## config.mk

```make
export PLATFORM = sky130hd
export DESIGN_NAME = instr_encoder_loader
export DESIGN_NICKNAME = d
export VERILOG_FILES = /design/src/rtl/instr_encoder_loader_pkg.sv /design/src/rtl/instr_fifo2.sv /design/src/rtl/instr_encoder_loader.sv
export SDC_FILE = /design/constraint.sdc
export NUM_CORES = 1
export LEC_CHECK = 0
export BUFFER_PORTS_ARGS = -buffer_cell sky130_fd_sc_hd__buf_4
export CAP_MARGIN = 30
export CORE_UTILIZATION = 45
export CTS_BUF_LIST = sky130_fd_sc_hd__clkbuf_4 sky130_fd_sc_hd__clkbuf_8
export CTS_CLUSTER_SIZE = 24
export DETAILED_ROUTE_END_ITERATION = 6
export GPL_TIMING_DRIVEN = 1
export PLACE_DENSITY = 0.73
export SYNTH_ARGS = -nofsm -noshare
export SYNTH_HDL_FRONTEND = slang
export SYNTH_SLANG_ARGS = --single-unit
```

## constraint.sdc

```tcl
create_clock -name clk -period 2.5 [get_ports clk]
set_clock_uncertainty 0.15 [all_clocks]
set_input_delay 0.75 -clock clk [delete_from_list [all_inputs] [get_ports clk]]
set_output_delay 0.75 -clock clk [all_outputs]
set_load 0.005 [all_outputs]
```

## src/rtl/instr_encoder_loader_pkg.sv

```systemverilog
// Shared MIPS ISA definitions for the instruction encoder/loader.
// Holds the instruction-kind enumeration presented on in_kind, the opcode
// and function-code constants (kept bit-identical to the core's decoder),
// the loader FSM state type and the field-tuple encoder.
package instr_encoder_loader_pkg;

  // Instruction kinds accepted on in_kind; anything above KIND_JAL is illegal.
  typedef enum logic [4:0] {
    KIND_ADDU  = 5'd0,
    KIND_SUBU  = 5'd1,
    KIND_AND   = 5'd2,
    KIND_OR    = 5'd3,
    KIND_SLTU  = 5'd4,
    KIND_MULTU = 5'd5,
    KIND_MFHI  = 5'd6,
    KIND_MFLO  = 5'd7,
    KIND_LW    = 5'd8,
    KIND_SW    = 5'd9,
    KIND_BEQ   = 5'd10,
    KIND_ADDIU = 5'd11,
    KIND_ORI   = 5'd12,
    KIND_LUI   = 5'd13,
    KIND_BLTZ  = 5'd14,
    KIND_J     = 5'd15,
    KIND_JAL   = 5'd16
  } kind_e;

  localparam logic [5:0] OP_SPECIAL = 6'b000000;
  localparam logic [5:0] OP_REGIMM  = 6'b000001;
  localparam logic [5:0] OP_J       = 6'b000010;
  localparam logic [5:0] OP_JAL     = 6'b000011;
  localparam logic [5:0] OP_BEQ     = 6'b000100;
  localparam logic [5:0] OP_ADDIU   = 6'b001001;
  localparam logic [5:0] OP_ORI     = 6'b001101;
  localparam logic [5:0] OP_LUI     = 6'b001111;
  localparam logic [5:0] OP_LW      = 6'b100011;
  localparam logic [5:0] OP_SW      = 6'b101011;

  localparam logic [5:0] FUNCT_MFHI  = 6'b010000;
  localparam logic [5:0] FUNCT_MFLO  = 6'b010010;
  localparam logic [5:0] FUNCT_MULTU = 6'b011001;
  localparam logic [5:0] FUNCT_ADDU  = 6'b100001;
  localparam logic [5:0] FUNCT_SUBU  = 6'b100011;
  localparam logic [5:0] FUNCT_AND   = 6'b100100;
  localparam logic [5:0] FUNCT_OR    = 6'b100101;
  localparam logic [5:0] FUNCT_SLTU  = 6'b101011;

  typedef enum logic [1:0] {
    ST_IDLE,
    ST_RUN,
    ST_DRAIN,
    ST_DONE
  } state_e;

  typedef struct packed {
    logic        legal;
    logic [31:0] word;
  } enc_t;

  // Builds the instruction word for one field tuple. shamt and every field
  // the instruction does not use are forced to zero.
  function automatic enc_t encode(
    input logic [4:0]  kind,
    input logic [4:0]  rs,
    input logic [4:0]  rt,
    input logic [4:0]  rd,
    input logic [15:0] imm,
    input logic [25:0] target
  );
    enc_t r;
    r.legal = 1'b1;
    r.word  = '0;
    case (kind)
      KIND_ADDU:  r.word = {OP_SPECIAL, rs, rt, rd, 5'd0, FUNCT_ADDU};
      KIND_SUBU:  r.word = {OP_SPECIAL, rs, rt, rd, 5'd0, FUNCT_SUBU};
      KIND_AND:   r.word = {OP_SPECIAL, rs, rt, rd, 5'd0, FUNCT_AND};
      KIND_OR:    r.word = {OP_SPECIAL, rs, rt, rd, 5'd0, FUNCT_OR};
      KIND_SLTU:  r.word = {OP_SPECIAL, rs, rt, rd, 5'd0, FUNCT_SLTU};
      KIND_MULTU: r.word = {OP_SPECIAL, rs, rt, 5'd0, 5'd0, FUNCT_MULTU};
      KIND_MFHI:  r.word = {OP_SPECIAL, 5'd0, 5'd0, rd, 5'd0, FUNCT_MFHI};
      KIND_MFLO:  r.word = {OP_SPECIAL, 5'd0, 5'd0, rd, 5'd0, FUNCT_MFLO};
      KIND_LW:    r.word = {OP_LW, rs, rt, imm};
      KIND_SW:    r.word = {OP_SW, rs, rt, imm};
      KIND_BEQ:   r.word = {OP_BEQ, rs, rt, imm};
      KIND_ADDIU: r.word = {OP_ADDIU, rs, rt, imm};
      KIND_ORI:   r.word = {OP_ORI, rs, rt, imm};
      KIND_LUI:   r.word = {OP_LUI, 5'd0, rt, imm};
      KIND_BLTZ:  r.word = {OP_REGIMM, rs, 5'd0, imm};
      KIND_J:     r.word = {OP_J, target};
      KIND_JAL:   r.word = {OP_JAL, target};
      default:    r.legal = 1'b0;
    endcase
    return r;
  endfunction

endpackage

```

## src/rtl/instr_fifo2.sv

```systemverilog
// Two-entry FIFO holding {address, instruction} imem write requests.
// Ports:
//   clk, rst_n       clock, asynchronous active-low reset
//   flush_i          drop all entries (wins over push/pop)
//   push_i, data_i   enqueue; ignored when full unless a pop frees a slot
//   pop_i            dequeue head; ignored when empty
//   data_o           head entry (entry 0), held stable until popped
//   count_o          occupancy 0..2
module instr_fifo2 #(
  parameter int unsigned W = 64
) (
  input  logic         clk,
  input  logic         rst_n,
  input  logic         flush_i,
  input  logic         push_i,
  input  logic [W-1:0] data_i,
  input  logic         pop_i,
  output logic [W-1:0] data_o,
  output logic [1:0]   count_o
);

  logic [W-1:0] e0_q;
  logic [W-1:0] e1_q;
  logic [1:0]   cnt_q;
  logic         do_pop;
  logic         do_push;

  assign do_pop  = pop_i && (cnt_q != 2'd0);
  assign do_push = push_i && ((cnt_q < 2'd2) || do_pop);

  // Entry 0 is always the head, so data_o comes straight from a register.
  always_ff @(posedge clk or negedge rst_n) begin
    if (!rst_n) begin
      e0_q  <= '0;
      e1_q  <= '0;
      cnt_q <= '0;
    end else if (flush_i) begin
      cnt_q <= '0;
    end else begin
      case ({do_push, do_pop})
        2'b10: begin
          if (cnt_q == 2'd0) e0_q <= data_i;
          else               e1_q <= data_i;
          cnt_q <= cnt_q + 2'd1;
        end
        2'b01: begin
          e0_q  <= e1_q;
          cnt_q <= cnt_q - 2'd1;
        end
        2'b11: begin
          if (cnt_q == 2'd1) begin
            e0_q <= data_i;
          end else begin
            e0_q <= e1_q;
            e1_q <= data_i;
          end
        end
        default: ;
      endcase
    end
  end

  assign data_o  = e0_q;
  assign count_o = cnt_q;

endmodule

```

## src/rtl/instr_encoder_loader.sv

```systemverilog
// MIPS instruction encoder / imem loader.
// Turns field tuples into 32-bit MIPS words and streams them, with
// sequential byte addresses from BASE_ADDR, into the imem write port.
// Ports:
//   clk, reset                 clock, asynchronous active-low reset
//   start, finish              begin program at BASE_ADDR / stop and drain
//   in_valid/in_ready          tuple handshake; in_kind, in_rs, in_rt,
//                              in_rd, in_imm, in_target carry the fields
//   out_valid/out_ready        imem write handshake; out_addr, out_instr
//   words                      legal words accepted since start
//   illegal                    sticky: an undefined kind was accepted
//   done                       one-cycle pulse when draining completes
module instr_encoder_loader
  import instr_encoder_loader_pkg::*;
#(
  parameter int unsigned        ADDR_W    = 32,
  parameter logic [ADDR_W-1:0]  BASE_ADDR = '0,
  parameter int unsigned        MAX_WORDS = 64
) (
  input  logic              clk,
  input  logic              reset,
  input  logic              start,
  input  logic              finish,
  input  logic              in_valid,
  output logic              in_ready,
  input  logic [4:0]        in_kind,
  input  logic [4:0]        in_rs,
  input  logic [4:0]        in_rt,
  input  logic [4:0]        in_rd,
  input  logic [15:0]       in_imm,
  input  logic [25:0]       in_target,
  output logic              out_valid,
  input  logic              out_ready,
  output logic [ADDR_W-1:0] out_addr,
  output logic [31:0]       out_instr,
  output logic [6:0]        words,
  output logic              illegal,
  output logic              done
);

  localparam int unsigned FW    = ADDR_W + 32;
  localparam logic [6:0]  MAX_W = 7'(MAX_WORDS);

  state_e            state_q;
  logic [6:0]        words_q;
  logic              illegal_q;
  logic              done_q;
  logic              enc_valid_q;
  logic [ADDR_W-1:0] enc_addr_q;
  logic [31:0]       enc_instr_q;

  enc_t              enc_d;
  logic [ADDR_W-1:0] addr_d;
  logic              accept;
  logic              push;
  logic              pop;
  logic [1:0]        fifo_count;
  logic [FW-1:0]     fifo_head;

  always_comb begin
    enc_d  = encode(in_kind, in_rs, in_rt, in_rd, in_imm, in_target);
    addr_d = BASE_ADDR + (ADDR_W'(words_q) << 2);
  end

  assign in_ready = (state_q == ST_RUN) && (fifo_count < 2'd2) && (words_q < MAX_W);
  // start takes priority over any handshake in the same cycle.
  assign accept   = in_valid && in_ready && !start;
  assign pop      = out_valid && out_ready;
  // The encode register may advance into a full FIFO when its head leaves.
  assign push     = enc_valid_q && ((fifo_count < 2'd2) || pop);

  instr_fifo2 #(
    .W(FW)
  ) u_fifo (
    .clk     (clk),
    .rst_n   (reset),
    .flush_i (start),
    .push_i  (push),
    .data_i  ({enc_addr_q, enc_instr_q}),
    .pop_i   (pop),
    .data_o  (fifo_head),
    .count_o (fifo_count)
  );

  always_ff @(posedge clk or negedge reset) begin
    if (!reset) begin
      state_q     <= ST_IDLE;
      words_q     <= '0;
      illegal_q   <= 1'b0;
      done_q      <= 1'b0;
      enc_valid_q <= 1'b0;
      enc_addr_q  <= '0;
      enc_instr_q <= '0;
    end else begin
      done_q <= 1'b0;
      if (start) begin
        state_q     <= ST_RUN;
        words_q     <= '0;
        illegal_q   <= 1'b0;
        enc_valid_q <= 1'b0;
      end else begin
        // A same-cycle reload overrides the clear caused by the push.
        if (push) enc_valid_q <= 1'b0;
        if (accept) begin
          if (enc_d.legal) begin
            enc_valid_q <= 1'b1;
            enc_addr_q  <= addr_d;
            enc_instr_q <= enc_d.word;
            words_q     <= words_q + 7'd1;
          end else begin
            illegal_q <= 1'b1;
          end
        end
        case (state_q)
          ST_IDLE: ;
          ST_RUN: begin
            if (finish || (words_q == MAX_W)) state_q <= ST_DRAIN;
          end
          ST_DRAIN: begin
            if ((fifo_count == 2'd0) && !enc_valid_q) begin
              state_q <= ST_DONE;
              done_q  <= 1'b1;
            end
          end
          ST_DONE: state_q <= ST_IDLE;
          default: state_q <= ST_IDLE;
        endcase
      end
    end
  end

  assign out_valid = (fifo_count != 2'd0);
  assign out_addr  = fifo_head[FW-1:32];
  assign out_instr = fifo_head[31:0];
  assign words     = words_q;
  assign illegal   = illegal_q;
  assign done      = done_q;

endmodule

```

### After elaboration in Yosys (flattened, before gate mapping)

Index checks and enable logic that the tools add are counted.

| storage, ports and cells | value |
|---|---|
| register bits | 181 |
| bits of input ports | 68 |
| output and inout port bits | 75 |
| logic and storage cells | 103 |

| cells by class | value |
|---|---|
| $add $sub $neg | 3 |
| order comparisons | 2 |
| equality and inequality tests | 30 |
| multiplexer cells | 27 |
| bitwise gates (word level) | 1 |
| reductions and logical operators | 30 |

Operators with widths:

| cell | number |
|---|---|
| one-hot mux 32 bit (17 select lines) | 1 |
| 2-to-1 mux 64 bit | 4 |
| one-hot mux 64 bit (3 select lines) | 1 |
| one-hot mux 64 bit (2 select lines) | 1 |
| equality test 5 x 4 -> 1 bit (second input constant) | 8 |
| 2-to-1 mux 7 bit | 3 |
| equality test 5 x 3 -> 1 bit (second input constant) | 4 |
| OR reduction 17 bit | 1 |
| 2-to-1 mux 1 bit | 11 |
| equality test 5 x 2 -> 1 bit (second input constant) | 2 |
| logical AND 1 bit | 9 |
| AND reduction 3 bit | 3 |
| equality test 2 bit (second input constant) | 4 |
| 2-to-1 mux 2 bit | 4 |
| inequality test 2 bit (second input constant) | 4 |
| nonzero test 2 bit | 4 |
| adder 7 x 1 -> 7 bit (second input constant) | 1 |
| equality test 7 bit (second input constant) | 1 |
| < comparator 7 bit (second input constant) | 1 |
| equality test 2 x 1 -> 1 bit (second input constant) | 3 |
| one-hot mux 2 bit (3 select lines) | 1 |
| nonzero test 3 bit | 2 |
| equality test 5 x 1 -> 1 bit (second input constant) | 1 |
| equality test 5 bit (second input constant) | 1 |
| 14 further kinds | 18 |

### Longest topological paths before layout

Gate-level depths: netlist of the first run.

| logic depth | value |
|---|---|
| depth in word-level cells | 8 |
| mapped depth | 9 |
| gate-level depth less buffers | 6 |

### By module

Synthesis of the first run repeated with hierarchy kept, for this count alone.

| second synthesis, totals | value |
|---|---|
| cell total of the unflattened synthesis | 705 |
| area total of the unflattened synthesis | 8074.0 um^2 |

By module, submodules not included:

| module | times used | cells an instance | area an instance (um^2) | sequential area each (um^2) |
|---|---|---|---|---|
| instr_fifo2 | 1 | 433 | 5486.5 | 3253.1 |
| instr_encoder_loader | 1 | 272 | 2587.5 | 1251.2 |

### Least setup slack after synthesis of the first run

No wires, ideal clock.

| path | value |
|---|---|
| path type | input -> register |
| start | input in_kind[0] |
| end | register enc_instr_q[29] |
| setup time | 0.124 ns |
| arrival | 2.313 ns |
| data required time | 2.226 ns |
| path slack | -0.087 ns |
| stages on the path | 8 |
| buffers on the path | 4 |
| path through | clkbuf_1 -> o41a_1 -> or4_1 -> clkbuf_1 -> buf_6 -> buf_2 -> nand2_1 -> o41ai_2 |

| between the ends | value |
|---|---|
| word-level cells in the longest chain between the ends | 4 |
| elaborated cells on any way between the ends | 21 |
| those cells by class | eq/ne (16); mux (2); reduce/logical (3) |

RTL lines:

| element | RTL line | RTL |
|---|---|---|
| start: declaration | instr_encoder_loader.sv:26 | `input logic [4:0] in_kind,` |
| equality test 5 bit (tied with other cells) | instr_encoder_loader_pkg.sv:73 | `case (kind)` |
| OR reduction 17 bit (no source line) | -- |  |
| 2-to-1 mux 1 bit | instr_encoder_loader_pkg.sv:73 |  |
| AND reduction 3 bit (no source line) | -- |  |
| end signal: assignment | instr_encoder_loader.sv:108 | `enc_instr_q <= enc_d.word;` |
| end: declaration | instr_encoder_loader.sv:50 | `logic [31:0] enc_instr_q;` |

Parallel ways exist; a longest one is shown, timed or not.
A chain may end at the register's enable or synchronous reset.

### Worst setup path after layout of the first run

| path | value |
|---|---|
| start | register u_fifo.cnt_q[1] (netlist: u_fifo.count_o[1]) |
| end | output in_ready |

| between the ends | value |
|---|---|
| word-level cells in the longest chain between the ends | 3 |

RTL lines:

| element | RTL line | RTL |
|---|---|---|
| start: declaration | instr_fifo2.sv:24 | `logic [1:0] cnt_q;` |
| start signal: assignment | instr_fifo2.sv:44 | `cnt_q <= cnt_q + 2'd1;` |
| start signal: assignment | instr_fifo2.sv:48 | `cnt_q <= cnt_q - 2'd1;` |
| < comparator 2 bit | instr_encoder_loader.sv:65 | `assign in_ready = (state_q == ST_RUN) && (fifo_count < 2'd2) && (words_q < MAX_W);` |
| logical AND 1 bit (2 in a row) | instr_encoder_loader.sv:65 |  |
| end: declaration | instr_encoder_loader.sv:25 | `output logic in_ready,` |

Every way passes these cells.

==> flow_metrics.py, run 1 <==
metrics = {
    "clock_tree": {
        "cts_sinks": 128,
        "cts_tree": "yes",
        "clockRootBuffer": "clkbuf_8",
        "max-clock-path-buffers": 2,
        "cts-buffers-inserted": 17,
        "clk-insertion-delay-late_ns": 0.44,
        "htreeDepth": 4,
        "clk_pin_slew_worst_paths_ns": 0.07,
        "hold_buffers": 0,
    },
    "sta": {
        "fmax_ghz": 0.404,
        "final-setup-viol-count": 0,
        "min_period_over_period_pct": 99.1,
        "fin_ws_ns": 0.0223,
        "drv_slew": 0,
        "rsz0062_at_grt": "yes",
        "slew_headroom_pct": 60.1,
        "hold_violations": 0,
        "fin_crit_ns": 2.48,
        "worst_pin_slew_ns": 0.597,
        "hold_ws_ns": 0.151,
    },
    "global_route": {
        "antenna_found_initial": 0,
        "grt_pass1_wl_mm": 23.8,
        "grt_max_degree": 77,
        "grt_pass1_vias": 4677,
        "grt-ovfl-total": 0,
        "grt_util_all_layers_pct": 21.8,
    },
    "pwr": {
        "power.internal_uw": 4790,
        "pwr-share-seq_pct": 44.9,
        "netSwitchingPower_uw": 2240,
        "share_comb_of_total_power_pct": 33.2,
        "ir_drop_uv": 376,
        "p_clk_share_pct": 21.9,
        "swShare_pct": 31.9,
        "p_per_area_nw_per_um2": 903,
        "p_leak_uw": 0.00394,
    },
    "final_layout": {
        "final_common_cell": "buf_4",
        "drive_above_1_share_pct": 35.2,
        "mostFrequentLayoutCells": "145 x buf_4, 128 x dfrtp_1, 86 x nor2_1, 48 x a21oi_1, 43 x mux2i_1",
        "design_area_um2": 7780,
        "area_growth_syn_to_layout_pct": 28.4,
        "fin_nets": 780,
        "antenna_cells": 0,
    },
    "routing": {
        "dr.pass1.iters": 5,
        "first_iter_violations": 278,
        "routedWlPerCell_um": 15.8,
        "drt_wl_total_mm": 14.1,
        "via_per_inst": 5.34,
        "vias": 4781,
        "drc": 0,
        "ant_nets": 0,
    },
    "logic_synthesis": {
        "synth_seq_cells": 128,
        "yosysWarnings": 0,
        "ys_types": 53,
        "ys_seq_area_share_pct": 52.9,
        "synth-edff-count": 0,
        "post_synth.cell_area_avg_um2": 10.5,
        "synthFlopType": "dfrtp_1",
        "syn-instance-count": 576,
        "syn_area_um2": 6060,
        "postSynth.asyncResetShare_pct": 100,
    },
    "critical_path": {
        "crit_type": "reg -> out",
        "arrival_ns": 1.58,
        "cp_num_cells": 3,
        "critPathBufInv": 2,
        "crit_path_end_kind": "output port",
        "critPathMaxFanout": 3,
        "required_ns": 1.60,
        "path_delay_family": "simple AND/OR/NAND/NOR gates",
        "worst_r2r_path_depth": 6,
        "worst_setup_path_start_kind": "flip-flop",
        "slowest_stage": "or4b_4",
        "cp_cell_sequence": "or4b_4 > inv_4 > buf_6",
        "max_stage_delay_ns": 0.58,
    },
    "floorplanning": {
        "die_w_um": 118,
        "io_pins": 143,
        "rows": 42,
        "start_util_pct": 45.9,
        "core_area_um2": 13200,
        "die_y_um": 118,
        "design.die.area_um2": 13900,
    },
    "placement": {
        "post-place-ws_ns": -0.293,
        "place_congestion": 0.824,
        "portBuffers": 116,
        "dp_hpwl_mm": 9.72,
        "place_area_um2": 7300,
    },
    "outcome": {
        "outcome": "complete, no violations",
    },
    "job": {
        "drv_cap": 0,
    },
    "worst_hold_path": {
        "hp-class": "in -> async",
    },
}
final cells by class:
cell class                 instances  area [um^2]
fill                            1105         5410
sequential                       128         3200
timing repair buffer             156         1300
multi-input combinational        394         2670
clock buffer                      24          305
inverter                          11         43.8
clock inverter                     6         35.0
tap                              176          220
path summary, 6_finish.rpt:
path,from,to,slack (ns)
worst max-delay path,u_fifo.count_o[1],in_ready,0.02
worst min-delay path,reset,u_fifo.data_o[27],0.15
worst max register to register,u_fifo.count_o[1],enc_instr_q[19],0.11
worst min register to register,enc_instr_q[11],enc_instr_q[11],0.35
max in group asynchronous,reset,u_fifo.e1_q[31],1.45
min in group clk,enc_instr_q[11],enc_instr_q[11],0.35
synthesized netlist by cell type, types with 2 or more instances:
library cell,instances,area (um^2)
o21ai_0,16,80.1
nand4_1,5,31.3
xnor2_1,3,26.3
buf_4,26,195
a32oi_1,2,17.5
nor4_1,2,12.5
o21ai_1,2,10.0
a21o_1,2,15.0
nor3_1,2,10.0
nand3_1,8,40.0
or3_1,4,25.0
ha_1,4,50.1
inv_1,11,41.3
nand2_1,31,116
and2_1,2,12.5
nor2_1,86,323
a221oi_1,17,149
a222oi_1,5,50.1
buf_2,6,30.0
a31oi_1,7,43.8
clkbuf_1,32,120
mux2_2,40,450
dfrtp_1,128,3200
nor2b_1,6,37.5
nand2b_1,7,43.8
buf_1,3,11.3
mux2i_1,43,430
a21oi_1,49,245
nor4b_1,2,17.5
o22ai_1,2,12.5
repair_timing:
action,4_1_cts,5_1_grt
pin swaps,2,1
endpoints found under the setup margin,1,2
gates resized for setup,19,1
gates cloned,0,0
buffers inserted,4,2
power groups by stage:
stage	clock network [uW]	logic (uW)	registers (uW)
2_1_floorplan	0	1280	3120
3_3_place_gp	0	2220	3160
4_1_cts	1570	2360	3150
6_report	1540	2330	3160
5_1_grt	1670	2600	3240
3_5_place_dp	0	2300	3180
metal layers:
layer / vias up / wire length, um / GRT usage [%]
met5: - / 0 / 0
met4: 0 / 232 / 7.05
met3: 22 / 1020 / 6.30
met2: 180 / 6820 / 34.7
met1: 2333 / 6060 / 28.7
li1: 2246 / - / -
per-stage QoR:
| step | std cells | TNS [ns] | power [uW] | utilization, % |
|---|---|---|---|---|
| floorplan | 601 | -0.465 | 4390 | - |
| global placement | 860 | -3.22 | 5380 | 55.4 |
| detailed placement | 860 | -5.80 | 5480 | 55.4 |
| CTS | 894 | -0.0698 | 7080 | 58.9 |
| global route | 895 | -0.0371 | 7520 | 59.0 |
| finish | 895 | 0 | 7020 | 59.0 |
state kept, by name, indices dropped and copies added (netlist names):
name / count
u_fifo.data_o: 38
u_fifo.e1_q: 38
enc_instr_q: 31
enc_addr_q: 7
words: 7
state_q: 2
u_fifo.count_o: 2
done: 1
enc_valid_q: 1
illegal: 1
cells by family after synthesis:
logic type / share of synthesized area [%]
xor gates and xnor gates: 0.578
muxes: 14.5
AOI/OAI and AO/OA: 12.3
DFF: 52.9
buffers and inverters: 6.75
and+or+nand+nor: 12.1
adders and majority gates: 0.826
other: 0.0619
(Power assumes the default switching activity.)
==> run 2: changes to the inputs <==
--- a/config.mk
+++ b/config.mk
@@ -5,6 +5,8 @@
 export SDC_FILE = /design/constraint.sdc
 export NUM_CORES = 1
 export LEC_CHECK = 0
+export ABC_AREA = 1
+export ABC_CLOCK_PERIOD_IN_PS = 2500
 export BUFFER_PORTS_ARGS = -buffer_cell sky130_fd_sc_hd__buf_4
 export CAP_MARGIN = 30
 export CORE_UTILIZATION = 45
@@ -12,7 +14,7 @@
 export CTS_CLUSTER_SIZE = 24
 export DETAILED_ROUTE_END_ITERATION = 6
 export GPL_TIMING_DRIVEN = 1
-export PLACE_DENSITY = 0.73
+export PLACE_DENSITY = 0.72
 export SYNTH_ARGS = -nofsm -noshare
 export SYNTH_HDL_FRONTEND = slang
 export SYNTH_SLANG_ARGS = --single-unit
==> run 2 against run 1 <==
  * Highest routed layer unchanged
  * Clock-buffer cell count increased by 2
  * Sequential power increased by 4%
  * Clock power increased by 19%
  * Maximum frequency increased by 6.9%
  * Largest power group unchanged
==> flow_metrics.py, run 2 <==
metrics = {
    "sta": {
        "setup_tns_ns": 0,
        "final-setup-viol-count": 0,
        "drv_slew": 0,
        "hold_violations": 0,
        "fmax_ghz": 0.431,
        "min_period_over_period_pct": 92.7,
        "rsz0062_at_grt": "no",
        "fin_crit_ns": 2.32,
    },
    "floorplanning": {
        "die_y_um": 120,
        "design.die.area_um2": 14300,
        "io_pins": 143,
        "start_util_pct": 46.5,
        "core_area_um2": 13400,
        "die_w_um": 120,
        "rows": 42,
    },
    "routing": {
        "drt_wl_total_mm": 13.7,
        "first_iter_violations": 402,
        "drc": 0,
        "vias": 5238,
        "ant_nets": 0,
        "dr.pass1.iters": 5,
        "routedWlPerCell_um": 12.5,
        "via_per_inst": 4.76,
    },
    "global_route": {
        "grt_util_all_layers_pct": 20.1,
        "grt_pass1_vias": 4751,
        "grt_pass1_wl_mm": 22.6,
        "grt-ovfl-total": 0,
        "antenna_found_initial": 0,
        "grt_max_degree": 77,
    },
    "final_layout": {
        "seqCellArea_um2": 3200,
        "area_growth_syn_to_layout_pct": 23.4,
        "multi_input_area_um2": 2480,
        "fill_cells": 1252,
        "antenna_cells": 0,
        "mostFrequentLayoutCells": "241 x nand2_1, 128 x dfrtp_1, 124 x buf_4, 97 x nor2_1, 84 x a21oi_1",
        "final_common_cell": "nand2_1",
        "fin_nets": 985,
        "drive_above_1_share_pct": 19.3,
    },
    "pwr": {
        "p_per_area_nw_per_um2": 966,
        "share_comb_of_total_power_pct": 31.1,
        "netSwitchingPower_uw": 2380,
        "total_power_uw": 7430,
        "ir_drop_uv": 380,
        "p_clk_share_pct": 24.6,
        "p_leak_uw": 0.00401,
        "pwr-share-seq_pct": 44.3,
        "swShare_pct": 32.0,
        "power.internal_uw": 5050,
    },
    "logic_synthesis": {
        "syn_area_um2": 6230,
        "synth-edff-count": 0,
        "synthTopCellsByCount": "241 x nand2_1, 128 x dfrtp_1, 97 x nor2_1",
        "synthDominantCellAreaShare_pct": 51.4,
        "syn-instance-count": 798,
        "synthFlopType": "dfrtp_1",
        "ys_types": 35,
        "post_synth.cell_area_avg_um2": 7.81,
        "synth_seq_cells": 128,
        "yosysWarnings": 0,
        "ys_seq_area_share_pct": 51.4,
        "postSynth.asyncResetShare_pct": 100,
        "synthTopCellsByArea": "dfrtp_1 51%, nand2_1 15%, a21oi_1 6.7%",
        "synth_top_cell_by_area": "dfrtp_1",
        "synth.most_common_cell": "nand2_1",
    },
    "placement": {
        "dp_hpwl_mm": 9.72,
        "place_congestion": 0.883,
        "portBuffers": 116,
    },
    "clock_tree": {
        "clockRootBuffer": "clkbuf_8",
        "cts-buffers-inserted": 17,
        "post_cts_buffers": 0,
        "clk_pin_slew_worst_paths_ns": 0.07,
        "max-clock-path-buffers": 2,
        "cts_sinks": 128,
        "cts_resized": 0,
        "cts_tree": "yes",
        "clk-insertion-delay-late_ns": 0.44,
        "hold_buffers": 0,
        "htreeDepth": 4,
    },
    "critical_path": {
        "arrival_ns": 1.42,
        "crit_type": "reg -> out",
        "crit_path_end_kind": "output port",
        "worst_setup_path_start_kind": "flip-flop",
        "required_ns": 1.60,
        "critPathMaxFanout": 4,
    },
    "outcome": {
        "outcome": "complete, no violations",
    },
    "job": {
        "drv_cap": 0,
    },
    "worst_hold_path": {
        "hp-class": "in -> async",
    },
}
[run 2: cell count changes in the layout (fill, tap and decap cells not counted), sizes merged, moves of 15 or more]
cell    delta
nand2    +212
nor2      +15
a21oi     +36
a221oi    -17
inv       +63
mux2      -40
mux2i     -43
o21ai     +39
nand3     +16
buf       -24
[run 2: metal layers]
layer  vias to the layer above  wire length (um)  share of wire (%)  track usage (%)
met2                       158              5990                 44             29.3
met4                         0               155                1.1             7.50
met5                         -                 0                  0                0
li1                       2690                 -                  -                -
met3                        14               829                6.0             4.13
met1                      2376              6740                 49             29.4
[run 2: critical path, stage by stage, from the launching register on]
cell	delay, ns
dfrtp_1	0.39
inv_1	0.12
ha_1	0.24
inv_1	0.09
buf_4	0.14
[run 2: cells by family after synthesis]
family	synth area share (%)
compound gates	12.6
buf+inv	10.8
other cells	0.0602
fa+ha+maj	0.803
simple gates	24.2
xor+xnor	0.141
flops	51.4
[run 2: stage by stage]
stage / setup WS, ns / instance area [um^2] / cells / hold slack [ns] / utilization [%]
after floorplan: 0.516 / 6330 / 823 / 0.304 / -
after global placement: 0.154 / 7270 / 1070 / 0.334 / 54.3
after detailed placement: 0.114 / 7270 / 1070 / 0.344 / 54.3
after CTS: 0.167 / 7690 / 1100 / 0.0197 / 57.4
after global routing: 0.127 / 7690 / 1100 / 0.0325 / 57.4
final: 0.182 / 7690 / 1100 / 0.0270 / 57.4
[run 2: path summary, 6_finish.rpt]
path / depth (start not counted) / slack (ns) / to / startpoint
max: 4 / 0.18 / out_valid / u_fifo.count_o[1]
min: 1 / 0.03 / u_fifo.data_o[23] / reset
max reg2reg: 10 / 0.28 / u_fifo.data_o[36] / u_fifo.count_o[1]
min reg2reg: 2 / 0.36 / enc_addr_q[8] / enc_addr_q[8]
max in group asynchronous: 2 / 1.53 / u_fifo.data_o[16] / reset
min in group clk: 2 / 0.36 / enc_addr_q[8] / enc_addr_q[8]
[run 2: power groups by stage]
stage	Clock (uW)	Sequential [uW]	Combinational (uW)
2_1_floorplan	0	3260	1310
3_3_place_gp	0	3310	2250
3_5_place_dp	0	3340	2310
4_1_cts	1860	3300	2330
5_1_grt	1950	3390	2620
6_report	1830	3300	2310
[run 2: cell type report]
cell class	instances	share of cell area, %
well taps	176	2.86
clock inverters	4	0.944
flip-flops and latches	128	41.7
inverters	74	3.64
clock buffers	26	4.49
repair buffers	132	14.2
multi-input cells	560	32.2
